<file path="config.mk">
export PLATFORM = sky130hd
export DESIGN_NAME = muldiv4_seq_ctrl
export DESIGN_NICKNAME = d
export VERILOG_FILES = /design/src/rtl/muldiv4_pkg.sv /design/src/rtl/muldiv4_step.sv /design/src/rtl/muldiv4_seq_ctrl.sv
export SDC_FILE = /design/constraint.sdc
export NUM_CORES = 1
export LEC_CHECK = 0
export ABC_AREA = 1
export CORE_ASPECT_RATIO = 0.75
export CORE_MARGIN = 4
export CORE_UTILIZATION = 40
export DETAILED_ROUTE_END_ITERATION = 7
export SLEW_MARGIN = 25
export SYNTH_ARGS = -nofsm -noshare
export SYNTH_HDL_FRONTEND = slang
export SYNTH_SLANG_ARGS = --single-unit
export TNS_END_PERCENT = 1
</file>
<file path="constraint.sdc">
create_clock -name clk -period 3.4 [get_ports clk]
set_input_delay 0.85 -clock clk [delete_from_list [all_inputs] [get_ports clk]]
set_output_delay 0.85 -clock clk [all_outputs]
set_load 0.05 [all_outputs]
</file>
<file path="src/rtl/muldiv4_pkg.sv">
// Shared types and constants for the 4-bit sequential multiply/divide controller.
package muldiv4_pkg;

    // Operand width used when the instantiating level does not override it.
    localparam int DEFAULT_WIDTH = 4;

    // Operation select encodings carried on the op input.
    localparam logic OP_MUL = 1'b0;
    localparam logic OP_DIV = 1'b1;

    // Controller states. IDLE and DONE are the only states that accept a request.
    typedef enum logic [2:0] {
        ST_IDLE = 3'd0,
        ST_LOAD = 3'd1,
        ST_ITER = 3'd2,
        ST_FIX  = 3'd3,
        ST_DONE = 3'd4
    } state_t;

    // Bits needed for an iteration counter that runs 0 .. w-1.
    function automatic int cnt_width(input int w);
        return (w < 2) ? 1 : $clog2(w);
    endfunction

endpackage

</file>
<file path="src/rtl/muldiv4_step.sv">
// One combinational iteration of the unsigned magnitude datapath.
//   multiply: acc = {partial product, remaining multiplier bits}; conditional
//             add of the multiplicand into the upper half, then shift right.
//   divide:   acc = {partial remainder, remaining dividend / quotient bits};
//             shift left, trial-subtract the divisor, restore on borrow.
module muldiv4_step
    import muldiv4_pkg::*;
#(
    parameter int WIDTH = DEFAULT_WIDTH
) (
    input  logic               op,
    input  logic [2*WIDTH-1:0] acc,
    input  logic [WIDTH-1:0]   operand,
    output logic [2*WIDTH-1:0] acc_next
);

    logic [WIDTH:0]     mul_sum;
    logic [2*WIDTH-1:0] mul_next;
    logic [WIDTH:0]     div_shift;
    logic [WIDTH:0]     div_diff;
    logic               div_fits;
    logic [WIDTH-1:0]   div_rem;
    logic [2*WIDTH-1:0] div_next;
    logic               diff_msb_unused;

    // Shift-add multiply step; the carry out of the add becomes the new msb.
    always_comb begin
        mul_sum  = {1'b0, acc[2*WIDTH-1:WIDTH]} + {1'b0, operand};
        mul_next = acc[0] ? {mul_sum, acc[WIDTH-1:1]}
                          : {1'b0, acc[2*WIDTH-1:1]};
    end

    // Restoring divide step; the shifted remainder needs one extra bit because
    // it may momentarily reach twice the divisor before the subtract.
    always_comb begin
        div_shift       = {acc[2*WIDTH-1:WIDTH], acc[WIDTH-1]};
        div_fits        = (div_shift >= {1'b0, operand});
        div_diff        = div_shift - {1'b0, operand};
        diff_msb_unused = div_diff[WIDTH];
        div_rem         = div_fits ? div_diff[WIDTH-1:0] : div_shift[WIDTH-1:0];
        div_next        = {div_rem, acc[WIDTH-2:0], div_fits};
    end

    // Select the step matching the operation in flight.
    always_comb begin
        acc_next = (op == OP_DIV) ? div_next : mul_next;
    end

endmodule

</file>
<file path="src/rtl/muldiv4_seq_ctrl.sv">
// Sequencing controller for the iterative 4-bit multiply / restoring divide.
// Accepts a request in IDLE or DONE, converts signed operands to magnitudes,
// iterates WIDTH steps, applies the sign fix-up and pulses done for one cycle.
// Divide by zero short-circuits from LOAD straight to DONE.
module muldiv4_seq_ctrl
    import muldiv4_pkg::*;
#(
    parameter int WIDTH = DEFAULT_WIDTH
) (
    input  logic               clk,
    input  logic               rst_n,
    input  logic               ena,
    input  logic               start,
    input  logic               op,
    input  logic               sgn,
    input  logic [WIDTH-1:0]   a,
    input  logic [WIDTH-1:0]   b,
    output logic               busy,
    output logic               done,
    output logic [2*WIDTH-1:0] result,
    output logic               dbz,
    output logic               ovf
);

    localparam int               CW       = cnt_width(WIDTH);
    localparam logic [CW-1:0]    CNT_LAST = CW'(WIDTH - 1);
    localparam logic [WIDTH-1:0] MOST_NEG = {1'b1, {(WIDTH-1){1'b0}}};

    state_t               state_reg;
    logic [CW-1:0]        cnt_reg;
    logic                 op_reg;
    logic                 sgn_reg;
    logic [WIDTH-1:0]     a_reg;
    logic [WIDTH-1:0]     b_reg;
    logic [2*WIDTH-1:0]   acc_reg;
    logic [WIDTH-1:0]     operand_reg;
    logic                 res_neg_reg;
    logic                 rem_neg_reg;
    logic                 ovf_pend_reg;
    logic                 busy_reg;
    logic                 done_reg;
    logic [2*WIDTH-1:0]   result_reg;
    logic                 dbz_reg;
    logic                 ovf_reg;

    logic                 a_neg;
    logic                 b_neg;
    logic [WIDTH-1:0]     mag_a;
    logic [WIDTH-1:0]     mag_b;
    logic                 div_zero;
    logic                 ovf_det;
    logic [2*WIDTH-1:0]   acc_next;
    logic [WIDTH-1:0]     quot_fix;
    logic [WIDTH-1:0]     rem_fix;
    logic [2*WIDTH-1:0]   prod_fix;
    logic [2*WIDTH-1:0]   fixed_result;

    // Operand signs and magnitudes from the captured request. The most negative
    // value negates to itself, which is still the correct unsigned magnitude.
    always_comb begin
        a_neg    = sgn_reg & a_reg[WIDTH-1];
        b_neg    = sgn_reg & b_reg[WIDTH-1];
        mag_a    = a_neg ? -a_reg : a_reg;
        mag_b    = b_neg ? -b_reg : b_reg;
        div_zero = (op_reg == OP_DIV) && (b_reg == '0);
        ovf_det  = sgn_reg && (op_reg == OP_DIV) &&
                   (a_reg == MOST_NEG) && (b_reg == '1);
    end

    // Single shared iteration datapath.
    muldiv4_step #(
        .WIDTH    (WIDTH)
    ) u_step (
        .op       (op_reg),
        .acc      (acc_reg),
        .operand  (operand_reg),
        .acc_next (acc_next)
    );

    // Sign fix-up of the magnitude result: quotient/product follow the
    // combined sign, remainder follows the dividend.
    always_comb begin
        quot_fix     = res_neg_reg ? -acc_reg[WIDTH-1:0] : acc_reg[WIDTH-1:0];
        rem_fix      = rem_neg_reg ? -acc_reg[2*WIDTH-1:WIDTH]
                                   : acc_reg[2*WIDTH-1:WIDTH];
        prod_fix     = res_neg_reg ? -acc_reg : acc_reg;
        fixed_result = (op_reg == OP_DIV) ? {rem_fix, quot_fix} : prod_fix;
    end

    // Controller FSM with registered handshake and result outputs; ena low
    // freezes every register including the done pulse.
    always_ff @(posedge clk or negedge rst_n) begin
        if (!rst_n) begin
            state_reg    <= ST_IDLE;
            cnt_reg      <= '0;
            op_reg       <= 1'b0;
            sgn_reg      <= 1'b0;
            a_reg        <= '0;
            b_reg        <= '0;
            acc_reg      <= '0;
            operand_reg  <= '0;
            res_neg_reg  <= 1'b0;
            rem_neg_reg  <= 1'b0;
            ovf_pend_reg <= 1'b0;
            busy_reg     <= 1'b0;
            done_reg     <= 1'b0;
            result_reg   <= '0;
            dbz_reg      <= 1'b0;
            ovf_reg      <= 1'b0;
        end else if (ena) begin
            case (state_reg)
                ST_IDLE: begin
                    if (start) begin
                        op_reg    <= op;
                        sgn_reg   <= sgn;
                        a_reg     <= a;
                        b_reg     <= b;
                        busy_reg  <= 1'b1;
                        state_reg <= ST_LOAD;
                    end
                end

                ST_LOAD: begin
                    res_neg_reg  <= a_neg ^ b_neg;
                    rem_neg_reg  <= a_neg;
                    ovf_pend_reg <= ovf_det;
                    if (div_zero) begin
                        // Quotient all ones, remainder is the raw dividend.
                        result_reg <= {a_reg, {WIDTH{1'b1}}};
                        dbz_reg    <= 1'b1;
                        ovf_reg    <= 1'b0;
                        busy_reg   <= 1'b0;
                        done_reg   <= 1'b1;
                        state_reg  <= ST_DONE;
                    end else begin
                        cnt_reg <= '0;
                        if (op_reg == OP_DIV) begin
                            acc_reg     <= {{WIDTH{1'b0}}, mag_a};
                            operand_reg <= mag_b;
                        end else begin
                            acc_reg     <= {{WIDTH{1'b0}}, mag_b};
                            operand_reg <= mag_a;
                        end
                        state_reg <= ST_ITER;
                    end
                end

                ST_ITER: begin
                    acc_reg <= acc_next;
                    cnt_reg <= cnt_reg + 1'b1;
                    if (cnt_reg == CNT_LAST) begin
                        state_reg <= ST_FIX;
                    end
                end

                ST_FIX: begin
                    result_reg <= fixed_result;
                    dbz_reg    <= 1'b0;
                    ovf_reg    <= ovf_pend_reg;
                    busy_reg   <= 1'b0;
                    done_reg   <= 1'b1;
                    state_reg  <= ST_DONE;
                end

                ST_DONE: begin
                    done_reg <= 1'b0;
                    if (start) begin
                        op_reg    <= op;
                        sgn_reg   <= sgn;
                        a_reg     <= a;
                        b_reg     <= b;
                        busy_reg  <= 1'b1;
                        state_reg <= ST_LOAD;
                    end else begin
                        state_reg <= ST_IDLE;
                    end
                end

                default: begin
                    busy_reg  <= 1'b0;
                    done_reg  <= 1'b0;
                    state_reg <= ST_IDLE;
                end
            endcase
        end
    end

    assign busy   = busy_reg;
    assign done   = done_reg;
    assign result = result_reg;
    assign dbz    = dbz_reg;
    assign ovf    = ovf_reg;

endmodule

</file>
* Word-level counts from Yosys, hierarchy flattened *
Cells that the tools add are included.

storage, ports and cells
  register bits = 42
  bits of input ports = 14
  logic and storage cells = 90

cells by class
  add/subtract/negate cells = 8
  magnitude comparators = 1
  equality and inequality tests = 12
  mux-type cells = 29
  bitwise operators = 6
  reduce and logical (&&, ||, !) cells = 18

operator list
  kind                                            number
  two-way mux 8 bit                               6
  one-hot mux 8 bit (2 select lines)              2
  two-way mux 4 bit                               7
  AND reduction 3 bit                             6
  negation 4 bit                                  4
  one-hot mux 3 bit (5 select lines)              1
  two-way mux 3 bit                               3
  == test 4 bit (second input constant)           2
  inequality test 2 bit (second input constant)   4
  negation 8 bit                                  1
  == test 3 x 2 -> 1 bit (second input constant)  2
  one-hot mux 1 bit (3 select lines)              2
  adder 4 x 4 -> 5 bit                            1
  >= comparator 5 x 4 -> 1 bit                    1
  logical AND 1 bit                               4
  zero test 4 bit                                 1
  two-way mux 1 bit                               4
  one-hot mux 1 bit (2 select lines)              2
  one-hot mux 2 bit (2 select lines)              1
  AND reduction 4 bit                             1
  nonzero test 2 bit                              2
  OR reduction 2 bit                              2
  subtractor 4 bit                                1
  == test 3 x 1 -> 1 bit (second input constant)  1
  10 further kinds                                13

* Longest topological paths before layout *
Gate-level depths: netlist of run 1.

  word-level depth = 5
  mapped depth = 11
  depth with buffers taken out = 11

* By module *
A second synthesis of run 1 with hierarchy kept.

second synthesis, totals
  cells, all modules = 362
  area, all modules = 2720.1 µm²

modules (own cells, without submodules)
  module            instances  cells an instance  area an instance (µm²)
  muldiv4_seq_ctrl  1          279                2207.1
  muldiv4_step      1          83                 513.0

* Least setup slack after synthesis of run 1 *
Ideal clock, no wire load.

  path type = in2reg
  start point = input port ena
  end point = register busy_reg (netlist: busy)
  arrival time = 1564 ps
  required time = 3270 ps
  slack = 1706 ps
  cell stages on the path = 5
  path buffers = 3
  cells stage by stage = clkbuf_2 nand3_1 buf_2 buf_2 o21ai_0

on the way
  cells in the longest elaborated chain, start to end = 1

RTL lines
  item                                  line                     text
  start, declared                       muldiv4_seq_ctrl.sv:12   input logic ena,
  AND reduction 4 bit (no source line)  -
  end signal, assigned                  muldiv4_seq_ctrl.sv:105  busy_reg <= 1'b0;
  end signal, assigned                  muldiv4_seq_ctrl.sv:118  busy_reg <= 1'b1;
  end signal, assigned                  muldiv4_seq_ctrl.sv:132  busy_reg <= 1'b0;
  end, declared                         muldiv4_seq_ctrl.sv:40   logic busy_reg;

Every way passes these cells.
A chain may end at the register's enable or synchronous reset.

* Worst setup path after layout of run 1 *
  start point = register ovf_reg (netlist: ovf)
  end point = output port ovf

RTL lines
  item                    line                     text
  start, declared         muldiv4_seq_ctrl.sv:44   logic ovf_reg;
  start signal, assigned  muldiv4_seq_ctrl.sv:159  ovf_reg <= ovf_pend_reg;
  end, declared           muldiv4_seq_ctrl.sv:22   output logic ovf

No word-level cell between the ends.

==> run metrics, run 1 <==
# setup viols final=0; final slew viol count=0; reg2reg setup slack=1.55 ns; drt wl/cell=13.68 um; Critical Path Start Type=flip-flop; Hold Vio Cnt, Final=0; Psw=1.630 mW; Syn Area/Cell=7.434 sq um; Post-CTS Resized=0; Final Non-Filler Cells=465; root buffer cell=clkbuf_8; vias in the first global route=2169; hold_buf cts=0; Final HPWL DP=4909 um; FP Rows=25; clk sinks=42; Max stage delay on crit path=0.81 ns; Post-Syn Area=0.002661 sq mm; pre-CTS setup slack=1.092 ns; Tot Pwr=3.247 mW; fin crit period=2.314 ns; Die H=78.64 um; first-pass GRT wire length=10670 um; Setup crit end kind=primary output; initial antenna violation count=0; Setup Buffers After CTS=0; Layout Utilization=48.45%; Post-Syn Nets=388; Skew-Pair Late Insertion Delay=0.29 ns; I/O Pins=26; pin count of the biggest net entering global routing=43; layout cells sized above 1=6.250%; Placement Cell Area=0.002977 sq mm; CP top delay family=buffers and inverters; area grow syn2layout=16.17%; max capacitance violation total=0; DR iter-0 viols=180; drt via density=5.073; filler cell count=645; Fmax=432.2 MHz; ant diodes=0; Vias=2359; pwr/cell area=1050 mW/mm^2; WP data arrival=1.46 ns; Switching Share=50.21%; commonest non-fill, non-tap cells in the layout=nand2_1 (96), dfrtp_1 (42), inv_1 (39), nor2_1 (38), a21oi_1 (31); CTS HTree Levels=2; crit path buf inv count=1; GP Congestion=0.8057; Post-Synthesis Cells=358; worst-path fanout max=2; Core Area=0.006381 sq mm; Reg power frac=29.3%; RSZ-0062 raised after global routing=false; final period utilization=68.05%; I/O Buffers=25; slack of the critical path=1.086 ns; internal power=1.616 mW; Clk network pwr share=12.7%; DIE AREA=0.008036 sq mm; clk_skew=0.005103 ns; most common library cell in the layout ignoring fill and taps=nand2_1; worst path required time=2.55 ns; global route total overflow=0; sequential fraction of the synthesis area=39.49%; Synth cell types=35; Initial Util=41.71%; Rel. slew slack=63.65%; final WL=6362 um; tightest hold margin=0.4889 ns; clk slew on worst S/H paths=0.08 ns; placed cell count=458; Max VDD drop=0.3560 mV; antenna viol nets, final=0; CTS max path bufs=2; combinational share of power=58.0%; yosys warns=0; GRT Total Usage=16.78%; CTS tree=built; leakage power total=1.522 nW; DRT Pass-1 Iters=5; cells along the critical path=clkdlybuf4s50_1; Num CTS Buffers=5; critical path class=flip-flop to primary output; Die X=102.2 um; worst hold path type=flip-flop to flip-flop; DRC Markers=0; worst-margin pin slew=0.5452 ns; CP max-delay cell=clkdlybuf4s50_1; fin nets=414; setup TNS=0 ns; Finished Cell Area=0.003092 sq mm; Yosys reg bits=42; outcome=finished, final reports clean
==> final cells by class <==
class,count,area [sq um],area share [%]
multi-input combinational,264,1395,45.12
sequential,42,1051,33.99
timing repair buffer,28,270.3,8.741
inverter,43,161.4,5.221
tap,81,101.3,3.278
clock buffer,6,82.58,2.671
clock inverter,1,30.03,0.9713
==> worst paths after layout <==
check	cells after the start	to	startpoint
max	1	ovf	ovf
min	2	result[5]	result[5]
max reg2reg	7	acc_reg[0]	acc_reg[5]
min reg2reg	2	result[5]	result[5]
max in group asynchronous	1	b_reg[1]	rst_n
min in group asynchronous	1	acc_reg[5]	rst_n
==> cell families (layout without fill, tap and decap cells) <==
logic type / after synthesis / count (layout) / share of synthesized area (%)
AND/OR/NAND/NOR: 169 / 169 / 26.75
AO/OA/AOI/OAI: 72 / 72 / 15.19
buffers and inverters: 52 / 78 / 8.086
flip-flops: 42 / 42 / 39.49
adder cells (fa/ha/maj): 16 / 16 / 8.087
XOR/XNOR: 6 / 6 / 1.975
multiplexers: 1 / 1 / 0.4231
==> per-layer routing <==
layer	track usage [%]	wire (um)
met5	0	0
met4	2.752	36
met3	3.197	328
met2	23.93	2547
met1	26.38	3449
==> Yosys cell counts, drive strengths merged <==
master / n / area share, %
o22ai: 2 / 0.47
xor2: 6 / 2.0
nand3b: 2 / 0.71
a21oi: 31 / 5.8
nor2: 40 / 6.0
or2: 1 / 0.24
o21a: 1 / 0.28
a22o: 2 / 0.66
mux2: 1 / 0.42
buf: 5 / 1.4
clkbuf: 4 / 0.61
nor3: 3 / 0.99
o21ai: 29 / 5.9
a211oi: 1 / 0.28
o211ai: 4 / 1.3
ha: 14 / 6.6
nand2: 98 / 14
nand4: 2 / 0.47
nand3: 23 / 4.3
clkinv: 1 / 0.14
inv: 42 / 5.9
a31oi: 2 / 0.47
fa: 2 / 1.5
dfrtp: 42 / 39
==> power groups by stage <==
stage                     registers [mW]  clock network [mW]  logic, mW
after global placement             0.960                   0       1.86
after floorplan                     1.11                   0       1.22
after detailed placement           0.961                   0       1.87
after CTS                          0.951               0.425       1.88
after global routing               0.990               0.446       2.14
final                              0.952               0.413       1.88
No activity file was read; power rests on OpenSTA's default activity.
==> run 2, diff against run 1 <==
- clock period: 3.4 -> 2.35 ns (I/O delays scaled with it)
==> run metrics, run 2 (synthesis results as in run 1) <==
r2r endpoint=acc_reg[0]; final slew viol count=0 (unchanged); clk_skew=0.003368 ns (-0.001735 ns); leakage power total=1.527 nW (+0.31%); crit path buf inv count=1 (unchanged); final period utilization=87.43%; CTS HTree Levels=2 (unchanged); CTS tree=built; hold_buf cts=0 (unchanged); area grow syn2layout=16.13% (about the same); Core Area=0.006381 sq mm (unchanged); CP top delay family=buffers and inverters; tightest hold margin=0.2605 ns (-0.2284 ns); # setup viols final=0 (unchanged); Die X=102.2 um (unchanged); Critical Path Start Type=flip-flop; drt via density=4.991 (-1.6%); DRC Markers=0 (unchanged); global route total overflow=0 (unchanged); Vias=2341 (-0.76%); Die H=78.64 um (unchanged); placed cell count=461 (+0.66%); cells along the critical path=clkdlybuf4s50_1; pwr/cell area=1493 mW/mm^2 (+42%); max capacitance violation total=0 (unchanged); CP max-delay cell=clkdlybuf4s50_1; Fmax=486.7 MHz; Finished Cell Area=0.003090 sq mm (about the same); clk slew on worst S/H paths=0.08 ns (about the same); ant diodes=0 (unchanged); layout cells sized above 1=6.959% (+0.71 points); WP data arrival=1.47 ns (about the same); root buffer cell=clkbuf_8; Max VDD drop=0.4765 mV (+34%); most common library cell in the layout ignoring fill and taps=nand2_1; first-pass GRT wire length=10940 um (+2.5%); worst-margin pin slew=0.4945 ns (-0.05071 ns); GRT Total Usage=17.29% (+0.51 points); Hold Vio Cnt, Final=0 (unchanged); Post-CTS Resized=0 (unchanged); fin crit period=2.055 ns; Setup Buffers After CTS=0 (unchanged); Max stage delay on crit path=0.81 ns (about the same); Num CTS Buffers=5 (unchanged); final WL=6450 um (+1.4%); reg-to-reg startpoint=acc_reg[5]; worst hold path type=input port to async pin; RSZ-0062 raised after global routing=false; Placement Cell Area=0.002999 sq mm (+0.76%); vias in the first global route=2165 (-0.18%); critical path class=flip-flop to primary output; GP Congestion=0.8569 (+6.4%); setup TNS=0 ns (unchanged); drt wl/cell=13.75 um (+0.52%); DR iter-0 viols=145 (-19%); initial antenna violation count=0 (unchanged); Final HPWL DP=5033 um (+2.5%); Skew-Pair Late Insertion Delay=0.29 ns (about the same); Initial Util=41.71% (unchanged); I/O Buffers=25 (unchanged); Setup crit end kind=primary output; FP Rows=25 (unchanged); Final Non-Filler Cells=469 (+0.86%); DIE AREA=0.008036 sq mm (unchanged); DRT Pass-1 Iters=5 (unchanged); Rel. slew slack=66.93% (+3.3 points); worst-path fanout max=2 (unchanged); worst path required time=1.76 ns (-0.79 ns); reg2reg setup slack=0.47 ns (-1.08 ns); antenna viol nets, final=0 (unchanged); clk sinks=42 (unchanged); CTS max path bufs=2 (unchanged); commonest non-fill, non-tap cells in the layout=nand2_1 (96), dfrtp_1 (42), inv_1 (39), nor2_1 (38), a21oi_1 (31); I/O Pins=26 (unchanged); R2R depth=7 (unchanged); fin nets=417 (+0.72%); pin count of the biggest net entering global routing=23 (-47%); outcome=finished, final reports clean
==> run 2: cell types whose count changed in the layout (fill, tap and decap cells not counted), sizes merged <==
cell	previous run	this run
buf	4	7
clkbuf	6	7
clkinv	1	2
bufinv	1	0
==> run 2: where the power goes <==
group,switching (mW),internal [mW],total [mW]
Sequential,0.353,1.05,1.40
Combinational,1.76,0.964,2.72
Clock,0.256,0.237,0.493
==> run 2: stage by stage <==
step	worst slack, ns	utilization (%)	total power [mW]
2_1_floorplan	0.7385	-	3.372
3_3_place_gp	0.3294	47.00	4.096
3_5_place_dp	0.3365	47.00	4.118
4_1_cts	0.2853	48.43	4.628
5_1_grt	0.2502	48.43	5.093
6_report	0.2953	48.43	4.615
==> run 2: worst max path at each step <==
stage / from / endpoint / slack [ns] / cells past startpoint
after global placement: ena / result[0] / 0.33 / 5
after CTS: result[4] / result[4] / 0.29 / 1
after floorplan: acc_reg[4] / acc_reg[7] / 0.74 / 8
after detailed placement: ena / result[3] / 0.34 / 6
after global routing: result[7] / result[7] / 0.25 / 1
final: result[4] / result[4] / 0.30 / 1
==> run 2: cell type report <==
type / instances / area, sq um
Sequential cell: 42 / 1051
Clock buffer: 7 / 86.33
Fill cell: 658 / 3291
Inverter: 43 / 161.4
Tap cell: 81 / 101.3
Clock inverter: 1 / 5.005
Multi-Input combinational cell: 264 / 1395
Timing Repair Buffer: 31 / 290.3
==> run 2: layer usage <==
metal  routed length [um]  GRT usage [%]
met4                   36          2.359
met2                 2508          24.06
met5                    0              0
met1                 3420          27.66
met3                  485          3.730
==> run 3, diff against run 2 <==
- CAP_MARGIN: default -> 10
==> results of run 3 <==
The final DEF is identical to that of run 2; final timing and power are the same.
